File: config.mk
export PLATFORM = sky130hd
export DESIGN_NAME = net_output_stage
export DESIGN_NICKNAME = d
export VERILOG_FILES = /design/src/rtl/net_output_stage.sv
export SDC_FILE = /design/constraint.sdc
export NUM_CORES = 2
export LEC_CHECK = 0
export CORE_MARGIN = 3
export CORE_UTILIZATION = 55
export DETAILED_ROUTE_END_ITERATION = 7
export PLACE_DENSITY = 0.79
export RECOVER_POWER = 25
export SETUP_SLACK_MARGIN = 0.02
export SYNTH_ARGS = -nofsm -noshare
export SYNTH_HDL_FRONTEND = slang
export SYNTH_SLANG_ARGS = --single-unit
File: constraint.sdc
create_clock -name sample_clk -period 11.7 [get_ports sample_clk]
set_input_delay 2.34 -clock sample_clk [delete_from_list [all_inputs] [get_ports sample_clk]]
set_output_delay 2.34 -clock sample_clk [all_outputs]
set_load 0.03 [all_outputs]
File: src/rtl/net_output_stage.sv
// net_output_stage
//   Conditions the four network outputs for the pmod DAC once per sample.
//   Each channel is shifted back up to DAC scale with saturation, then scaled
//   by a shared fade gain g (0..G1, G1 = 2^RAMP_LOG2). A small FSM holds the
//   outputs silent during start-up warm-up and ramps g on mute/unmute.
//
// Ports
//   sample_clk  sample clock, all state updates on the rising edge
//   rst         asynchronous active-high reset
//   in0..in3    signed W-bit network outputs
//   mute        level; 1 fades to silence, 0 fades back in
//   ch_en       per-channel enable; a disabled channel outputs 0, never clips
//   clip_clr    clears all sticky clip flags (a same-edge clip still sets)
//   out0..out3  registered conditioned samples
//   clip        registered sticky per-channel saturation flags
//   fsm_state   current state (WARMUP 0, RAMP_UP 1, RUN 2, RAMP_DOWN 3, MUTED 4)
module net_output_stage #(
  parameter int W         = 16,
  parameter int SHIFT     = 2,
  parameter int RAMP_LOG2 = 8,
  parameter int WARMUP    = 64
) (
  input  logic                sample_clk,
  input  logic                rst,
  input  logic signed [W-1:0] in0,
  input  logic signed [W-1:0] in1,
  input  logic signed [W-1:0] in2,
  input  logic signed [W-1:0] in3,
  input  logic                mute,
  input  logic [3:0]          ch_en,
  input  logic                clip_clr,
  output logic signed [W-1:0] out0,
  output logic signed [W-1:0] out1,
  output logic signed [W-1:0] out2,
  output logic signed [W-1:0] out3,
  output logic [3:0]          clip,
  output logic [2:0]          fsm_state
);

  localparam int SW    = W + SHIFT;           // shifted sample width
  localparam int GW    = RAMP_LOG2 + 1;       // gain width, holds 0..G1
  localparam int PW    = W + RAMP_LOG2 + 1;   // product width
  localparam int CNT_W = (WARMUP > 0) ? $clog2(WARMUP + 1) : 1;

  localparam logic [GW-1:0]    G1     = {1'b1, {RAMP_LOG2{1'b0}}};
  localparam logic [GW-1:0]    G1_M1  = {1'b0, {RAMP_LOG2{1'b1}}};
  localparam logic [GW-1:0]    G_ONE  = {{(GW-1){1'b0}}, 1'b1};
  localparam logic [CNT_W-1:0] CNT_MAX  = CNT_W'(WARMUP);
  // Exit compare value; with WARMUP = 0 the first edge already exits.
  localparam logic [CNT_W-1:0] CNT_EXIT = (WARMUP == 0) ? '0 : CNT_W'(WARMUP - 1);

  localparam logic signed [SW-1:0] S_MAX = {{(SHIFT+1){1'b0}}, {(W-1){1'b1}}};
  localparam logic signed [SW-1:0] S_MIN = {{(SHIFT+1){1'b1}}, {(W-1){1'b0}}};

  typedef enum logic [2:0] {
    ST_WARMUP    = 3'd0,
    ST_RAMP_UP   = 3'd1,
    ST_RUN       = 3'd2,
    ST_RAMP_DOWN = 3'd3,
    ST_MUTED     = 3'd4
  } state_t;

  state_t           state_reg;
  logic [GW-1:0]    g_reg;
  logic [CNT_W-1:0] cnt_reg;
  logic [3:0]       clip_reg;
  logic [3:0]       clip_set;
  logic             out_live;
  logic [4*W-1:0]   out_flat;
  logic signed [W-1:0] in_arr [4];

  assign in_arr[0] = in0;
  assign in_arr[1] = in1;
  assign in_arr[2] = in2;
  assign in_arr[3] = in3;

  // Gain/state sequencer. Direction reversals keep g for that edge so the
  // fade resumes from the current level without a step.
  always_ff @(posedge sample_clk or posedge rst) begin
    if (rst) begin
      state_reg <= ST_WARMUP;
      g_reg     <= '0;
      cnt_reg   <= '0;
    end else begin
      case (state_reg)
        ST_WARMUP: begin
          g_reg <= '0;
          if (cnt_reg != CNT_MAX) cnt_reg <= cnt_reg + CNT_W'(1);
          if (cnt_reg >= CNT_EXIT) state_reg <= mute ? ST_MUTED : ST_RAMP_UP;
        end
        ST_RAMP_UP: begin
          if (mute) begin
            state_reg <= ST_RAMP_DOWN;
          end else if (g_reg >= G1_M1) begin
            g_reg     <= G1;
            state_reg <= ST_RUN;
          end else begin
            g_reg <= g_reg + G_ONE;
          end
        end
        ST_RUN: begin
          g_reg <= G1;
          if (mute) state_reg <= ST_RAMP_DOWN;
        end
        ST_RAMP_DOWN: begin
          if (!mute) begin
            state_reg <= ST_RAMP_UP;
          end else if (g_reg <= G_ONE) begin
            g_reg     <= '0;
            state_reg <= ST_MUTED;
          end else begin
            g_reg <= g_reg - G_ONE;
          end
        end
        ST_MUTED: begin
          g_reg <= '0;
          if (!mute) state_reg <= ST_RAMP_UP;
        end
        default: begin
          state_reg <= ST_WARMUP;
          g_reg     <= '0;
        end
      endcase
    end
  end

  assign fsm_state = state_reg;
  assign out_live  = (state_reg != ST_WARMUP) && (state_reg != ST_MUTED);

  genvar gi;
  generate
    for (gi = 0; gi < 4; gi++) begin : g_chan
      logic signed [SW-1:0] s;
      logic                 ovf_hi;
      logic                 ovf_lo;
      logic signed [W-1:0]  sat;
      logic signed [PW-1:0] prod;
      logic                 prod_unused;
      logic signed [W-1:0]  out_reg;

      assign s      = SW'(in_arr[gi]) <<< SHIFT;
      assign ovf_hi = (s > S_MAX);
      assign ovf_lo = (s < S_MIN);
      assign sat    = ovf_hi ? {1'b0, {(W-1){1'b1}}} :
                      ovf_lo ? {1'b1, {(W-1){1'b0}}} : s[W-1:0];

      // g is unsigned; a zero MSB keeps it positive in the signed multiply.
      assign prod = PW'(sat) * $signed({{(PW-GW){1'b0}}, g_reg});
      // Taking bits above RAMP_LOG2 is the arithmetic (floor) shift; the
      // result always fits W bits because g never exceeds G1.
      assign prod_unused = ^{prod[PW-1], prod[RAMP_LOG2-1:0]};

      // Clip is judged before the gain so it reports even while silent.
      assign clip_set[gi] = ch_en[gi] & (ovf_hi | ovf_lo);

      always_ff @(posedge sample_clk or posedge rst) begin
        if (rst)                        out_reg <= '0;
        else if (ch_en[gi] && out_live) out_reg <= prod[RAMP_LOG2 +: W];
        else                            out_reg <= '0;
      end

      assign out_flat[gi*W +: W] = out_reg;
    end
  endgenerate

  // A new clip on the same edge as clip_clr survives the clear.
  always_ff @(posedge sample_clk or posedge rst) begin
    if (rst) clip_reg <= '0;
    else     clip_reg <= (clip_reg & {4{~clip_clr}}) | clip_set;
  end

  assign clip = clip_reg;
  assign out0 = out_flat[0*W +: W];
  assign out1 = out_flat[1*W +: W];
  assign out2 = out_flat[2*W +: W];
  assign out3 = out_flat[3*W +: W];

endmodule

## Word-level counts from Yosys, hierarchy flattened

Index checks and enable logic that the tools add are counted.
Widths: inputs -> output; s select.

| storage, ports and cells | value |
|---|---|
| output and inout port bits | 71 |
| register bits | 87 |
| input bits | 72 |
| logic and storage cells | 86 |

| operators by class | value |
|---|---|
| add/sub/neg operators | 3 |
| multiply operators | 4 |
| muxes and demuxes | 26 |
| reduce and logical (&&, ||, !) cells | 10 |
| bitwise logic cells | 11 |
| magnitude comparators | 11 |
| equal/unequal tests | 13 |

Operators by type and width:

| kind | number |
|---|---|
| $mux 16 | 12 |
| $mul 16x10->24 | 4 |
| $gt 18x16->1 const B | 4 |
| $lt 18x16->1 const B | 4 |
| $mux 9 | 4 |
| $pmux 9 s3 | 1 |
| $mux 3 | 8 |
| $pmux 3 s5 | 1 |
| $ne 2x2->1 const B | 5 |
| $add 9x1->9 const B | 1 |
| $ge 9x8->1 const B | 1 |
| $le 9x1->1 const B | 1 |
| $ne 3x3->1 const B | 3 |
| $sub 9x1->9 const B | 1 |
| $add 7x1->7 const B | 1 |
| $ge 7x6->1 const B | 1 |
| $ne 7x7->1 const B | 1 |
| $eq 3x2->1 const B | 2 |
| $logic_and 1x1->1 | 5 |
| $reduce_and 5->1 | 1 |
| $and 1x1->1 | 4 |
| $and 4x4->4 | 1 |
| $or 1x1->1 | 4 |
| $or 4x4->4 | 1 |
| 6 further kinds | 7 |

## Depth between registers and ports, before layout

| logic depth | value |
|---|---|
| depth after elaboration | 5 |
| gate-level depth with buffers | 25 |
| gate-level depth less buffers | 24 |

## Worst setup path after synthesis

Ideal clock, no wire load.

| path | value |
|---|---|
| path kind | input to register |
| start | in in3[15] |
| end | reg g_chan[3].out_reg[15], in the netlist out3[15] |
| required time | 11,573 ps |
| data arrival time | 7,806 ps |
| path slack | 3,767 ps |
| setup time | 127 ps |
| stages | 24 |
| buffers on the path | 1 |
| cells stage by stage | o21ba_2 -> clkbuf_1 -> nor2_1 -> nor2_1 -> nand2_1 -> fa_1 -> inv_1 -> fa_1 -> inv_1 -> fa_1 -> inv_1 -> fa_1 -> inv_1 -> fa_1 -> inv_1 -> ha_1 -> nand3_1 -> or2_2 -> o211ai_1 -> a211oi_2 -> o211ai_1 -> nand4_1 -> a21oi_1 -> nor3b_1 |

| on the way | value |
|---|---|
| longest elaborated chain between the ends | 5 |
| elaborated cells between the ends (all ways) | 6 |
| those cells by class | 1 x mul; 2 x order compare; 3 x mux |

Ends and longest elaborated chain:

| element | line | source |
|---|---|---|
| start, declared | 28 | `input logic signed [W-1:0] in3,` |
| $lt 18x16->1 | 143 | `assign ovf_lo = (s < S_MIN);` |
| $mux 16 | 145 | `ovf_lo ? {1'b1, {(W-1){1'b0}}} : s[W-1:0];` |
| $mux 16 (*) | 144 | `assign sat = ovf_hi ? {1'b0, {(W-1){1'b1}}} :` |
| $mul 16x10->24 (*) | 148 | `assign prod = PW'(sat) * $signed({{(PW-GW){1'b0}}, g_reg});` |
| $mux 16 (*) | 158 | `else if (ch_en[gi] && out_live) out_reg <= prod[RAMP_LOG2 +: W];` |
| end signal, assigned | 158 |  |
| end, declared | 139 | `logic signed [W-1:0] out_reg;` |

Mark *: on every way between the ends. The rest lies on a longest branch, timed or not.
A chain may end at the register's enable or synchronous reset.

## Final worst setup path

Ends and elaborated chain as after synthesis.

==> summary.md <==
| Metric | Value |
|---|---|
| Max Fclk | `108 MHz` |
| Crit-path slowest cell | `o21ba_1` |
| Clk slew on worst S/H paths | `approximately 80 ps` |
| Hpwl dp | `~43 mm` |
| Slew margin rel. | `-89.8%` |
| Die Ht | `between 200 and 250 µm` |
| Most frequent cells in the layout | `562 x inv_1, 456 x fa_1, 351 x nand2_1` |
| H-tree depth | `3` |
| Boundary Pins | `between 100 and 150` |
| Core Region | `40000 µm²` |
| Top cells by area, synth | `fa_1 41%, ha_1 12%, dfrtp_1 9.7%, inv_1 9.5%, nand2_1 5.9%` |
| Final period util | `79.2%` |
| Largest net degree at the start of global routing | `49` |
| Worst Hold Class | `register to register` |
| # resized after CTS | `0` |
| Worst Path Arrival | `between 9000 and 10000 ps` |
| Setup TNS | `0 ps` |
| CP cell instances | `clkdlybuf4s50_1 -> o21ba_1 -> nor2_1 -> nor2_1 -> nand2_1 -> fa_1 -> inv_1 -> fa_1 -> inv_1 -> fa_1 -> inv_1 -> fa_1 -> inv_1 -> fa_1 -> inv_1 -> ha_1 -> nand3_1 -> or2_2 -> o211ai_1 -> a211oi_2 -> o211ai_1 -> nand4_1 -> nand3_1 -> nor3b_1` |
| Final wirelength | `between 50 and 60 mm` |
| Vias in the first global route | `between 15000 and 20000` |
| Wirelength per Cell | `~17 µm` |
| Power per cell area | `192 nW/µm²` |
| Layout cells sized above 1 | `1.98%` |
| Status | `complete, but fails checks` |
| Main synth FF type | `dfrtp_1` |
| Yosys top cell area share | `approximately two fifths` |
| RSZ-0062 raised after global routing | `no` |
| Final min period | `slightly above 9000 ps` |
| Startpoint Class | `input pin` |
| Port buffer count | `142` |
| Seq/Total Area, Yosys | `approximately a tenth` |
| Most common cell after layout, fill and taps aside | `inv_1` |
| Crit-path leading delay family | `adder cells` |
| FF+latch count, synth | `87` |
| Antenna violations before repair | `0` |
| CTS Sinks | `87` |
| CTS buffer count | `9` |
| Final ANT Viol Nets | `0` |
| Yosys warning count | `0` |
| Non-Filler Instances | `3152` |
| Hold Vio Cnt, Final | `0` |
| NumNets Final | `between 3000 and 4000` |
| Initial drt markers | `roughly 1100` |
| EDFF count, synth | `0` |
| CTS tree | `done` |
| Gr usage total | `about a quarter` |
| Avg Inst Size Synth | `8.77 µm²` |
| CTS root buffer | `clkbuf_16` |
| Detailed Routing Iterations Pass 1 | `5` |
| Worst IR drop on VDD | `around 110 µV` |
| Starting Density | `a little under three fifths` |
| Post-synth top area cell | `fa_1` |
| Worst slew pin tran | `~2800 ps` |
| Crit-path max cell delay | `roughly 840 ps` |
| Die Wd | `208 µm` |
| Via/cell ratio | `~5.5` |
| Routed via count | `between 15000 and 20000` |
| Setup violators final | `0` |
| WP buf/inv | `6` |
| Syn Std Cell Area | `22400 µm²` |
| Post-Synthesis Net Count | `roughly 3300` |
| Critical path type | `input pin to register` |
| Post-CTS Setup Bufs | `0` |
| P_leak | `roughly 13 nW` |
| Post-synth ARST share | `100%` |
| Total grt overflow | `0` |
| Die ar. | `approximately 43000 µm²` |
| Area Overhead vs Synth | `9.50%` |
| Pins Over Slew Limit | `between 100 and 150` |
| Critical path endpoint category | `register` |
| DRC viols | `0` |
| Routability cong. | `~0.92` |
| Hold buffers post-CTS | `0` |
| Number of distinct library cells after synthesis | `66` |
| Max clock buf depth | `2` |
| Failing checks | `capacitance limit, slew limit` |
| Worst-path fanout max | `23` |
| Worst path required time | `~12000 ps` |
| # diodes | `0` |
| Number of max-cap violations | `3` |
| First-pass GRT wire length | `just over 90 mm` |
| Clk_skew | `26.2 ps` |
| Cells after Synth | `between 2000 and 3000` |
| Clk_lat worst skew | `about 400 ps` |
| Row count | `73` |
| # placed instances | `3136` |
metal layers:
metal	track usage (%)	up-vias	routed length, µm	part of all wire, %
met2	45.2	617	26900	50
met1	32.9	8676	20900	39
met4	9.53	0	1920	3.6
met5	0	-	0	0
met3	5.55	122	4070	7.6
li1	-	7837	-	-
synthesized netlist by cell type (25+ instances only):
| master | count |
|---|---|
| nor2_1 | 189 |
| ha_1 | 206 |
| nor3_1 | 103 |
| fa_1 | 456 |
| o21ai_0 | 38 |
| nand2_1 | 351 |
| a21oi_1 | 43 |
| clkbuf_1 | 92 |
| inv_1 | 564 |
| and2_1 | 149 |
| dfrtp_1 | 87 |
| xnor2_1 | 66 |
| xor2_1 | 25 |
report_power, final:
| part | total [mW] | switching (mW) | internal (mW) | leakage [nW] |
|---|---|---|---|---|
| combinational | 3.86 | 2.30 | 1.56 | 11.8 |
| sequential | 0.519 | 0.123 | 0.396 | 1.17 |
| clock | 0.314 | 0.162 | 0.152 | 0.143 |
stage by stage:
| step | total power, mW | hold slack (ps) | utilization, % | area (µm²) | worst slack (ps) |
|---|---|---|---|---|---|
| 6_report | 4.69 | 489 | 61.2 | 24500 | 2440 |
| 3_5_place_dp | 4.38 | 472 | 60.6 | 24200 | 2330 |
| 4_1_cts | 4.74 | 488 | 61.3 | 24500 | 2750 |
| 5_1_grt | 5.29 | 517 | 61.2 | 24500 | 1890 |
| 3_3_place_gp | 4.22 | 474 | 60.6 | 24200 | 2590 |
| 2_1_floorplan | 3.39 | 450 | - | 22400 | 3770 |
final timing paths:
path	startpoint	end	slack (ps)	cells past startpoint
worst max-delay path	in3[15]	out3[15]	2440	24
worst min-delay path	cnt_reg[6]	cnt_reg[6]	490	1
worst max register to register	g_reg[1]	out1[14]	3980	20
worst min register to register	cnt_reg[6]	cnt_reg[6]	490	1
max in group asynchronous	rst	g_reg[3]	5130	3
min in group asynchronous	rst	out2[1]	2960	2
cells by family after synthesis:
logic type,Yosys count,synth area share (%)
AO/OA/AOI/OAI,179,5.56
XOR/XNOR,91,3.56
adder cells (fa/ha/maj),662,52.3
buffers and inverters,663,11.1
flip-flops,87,9.73
multiplexers,2,0.0895
AND/OR/NAND/NOR,867,17.6
layout make-up:
class | instances | area (µm²)
fill | 3372 | 15500
timing repair buffer | 158 | 1530
inverter | 565 | 2120
clock inverter | 6 | 41.3
sequential | 87 | 2180
clock buffer | 10 | 239
multi-input combinational | 1801 | 17700
tap | 525 | 657
No activity file was read; power rests on OpenSTA's default activity.
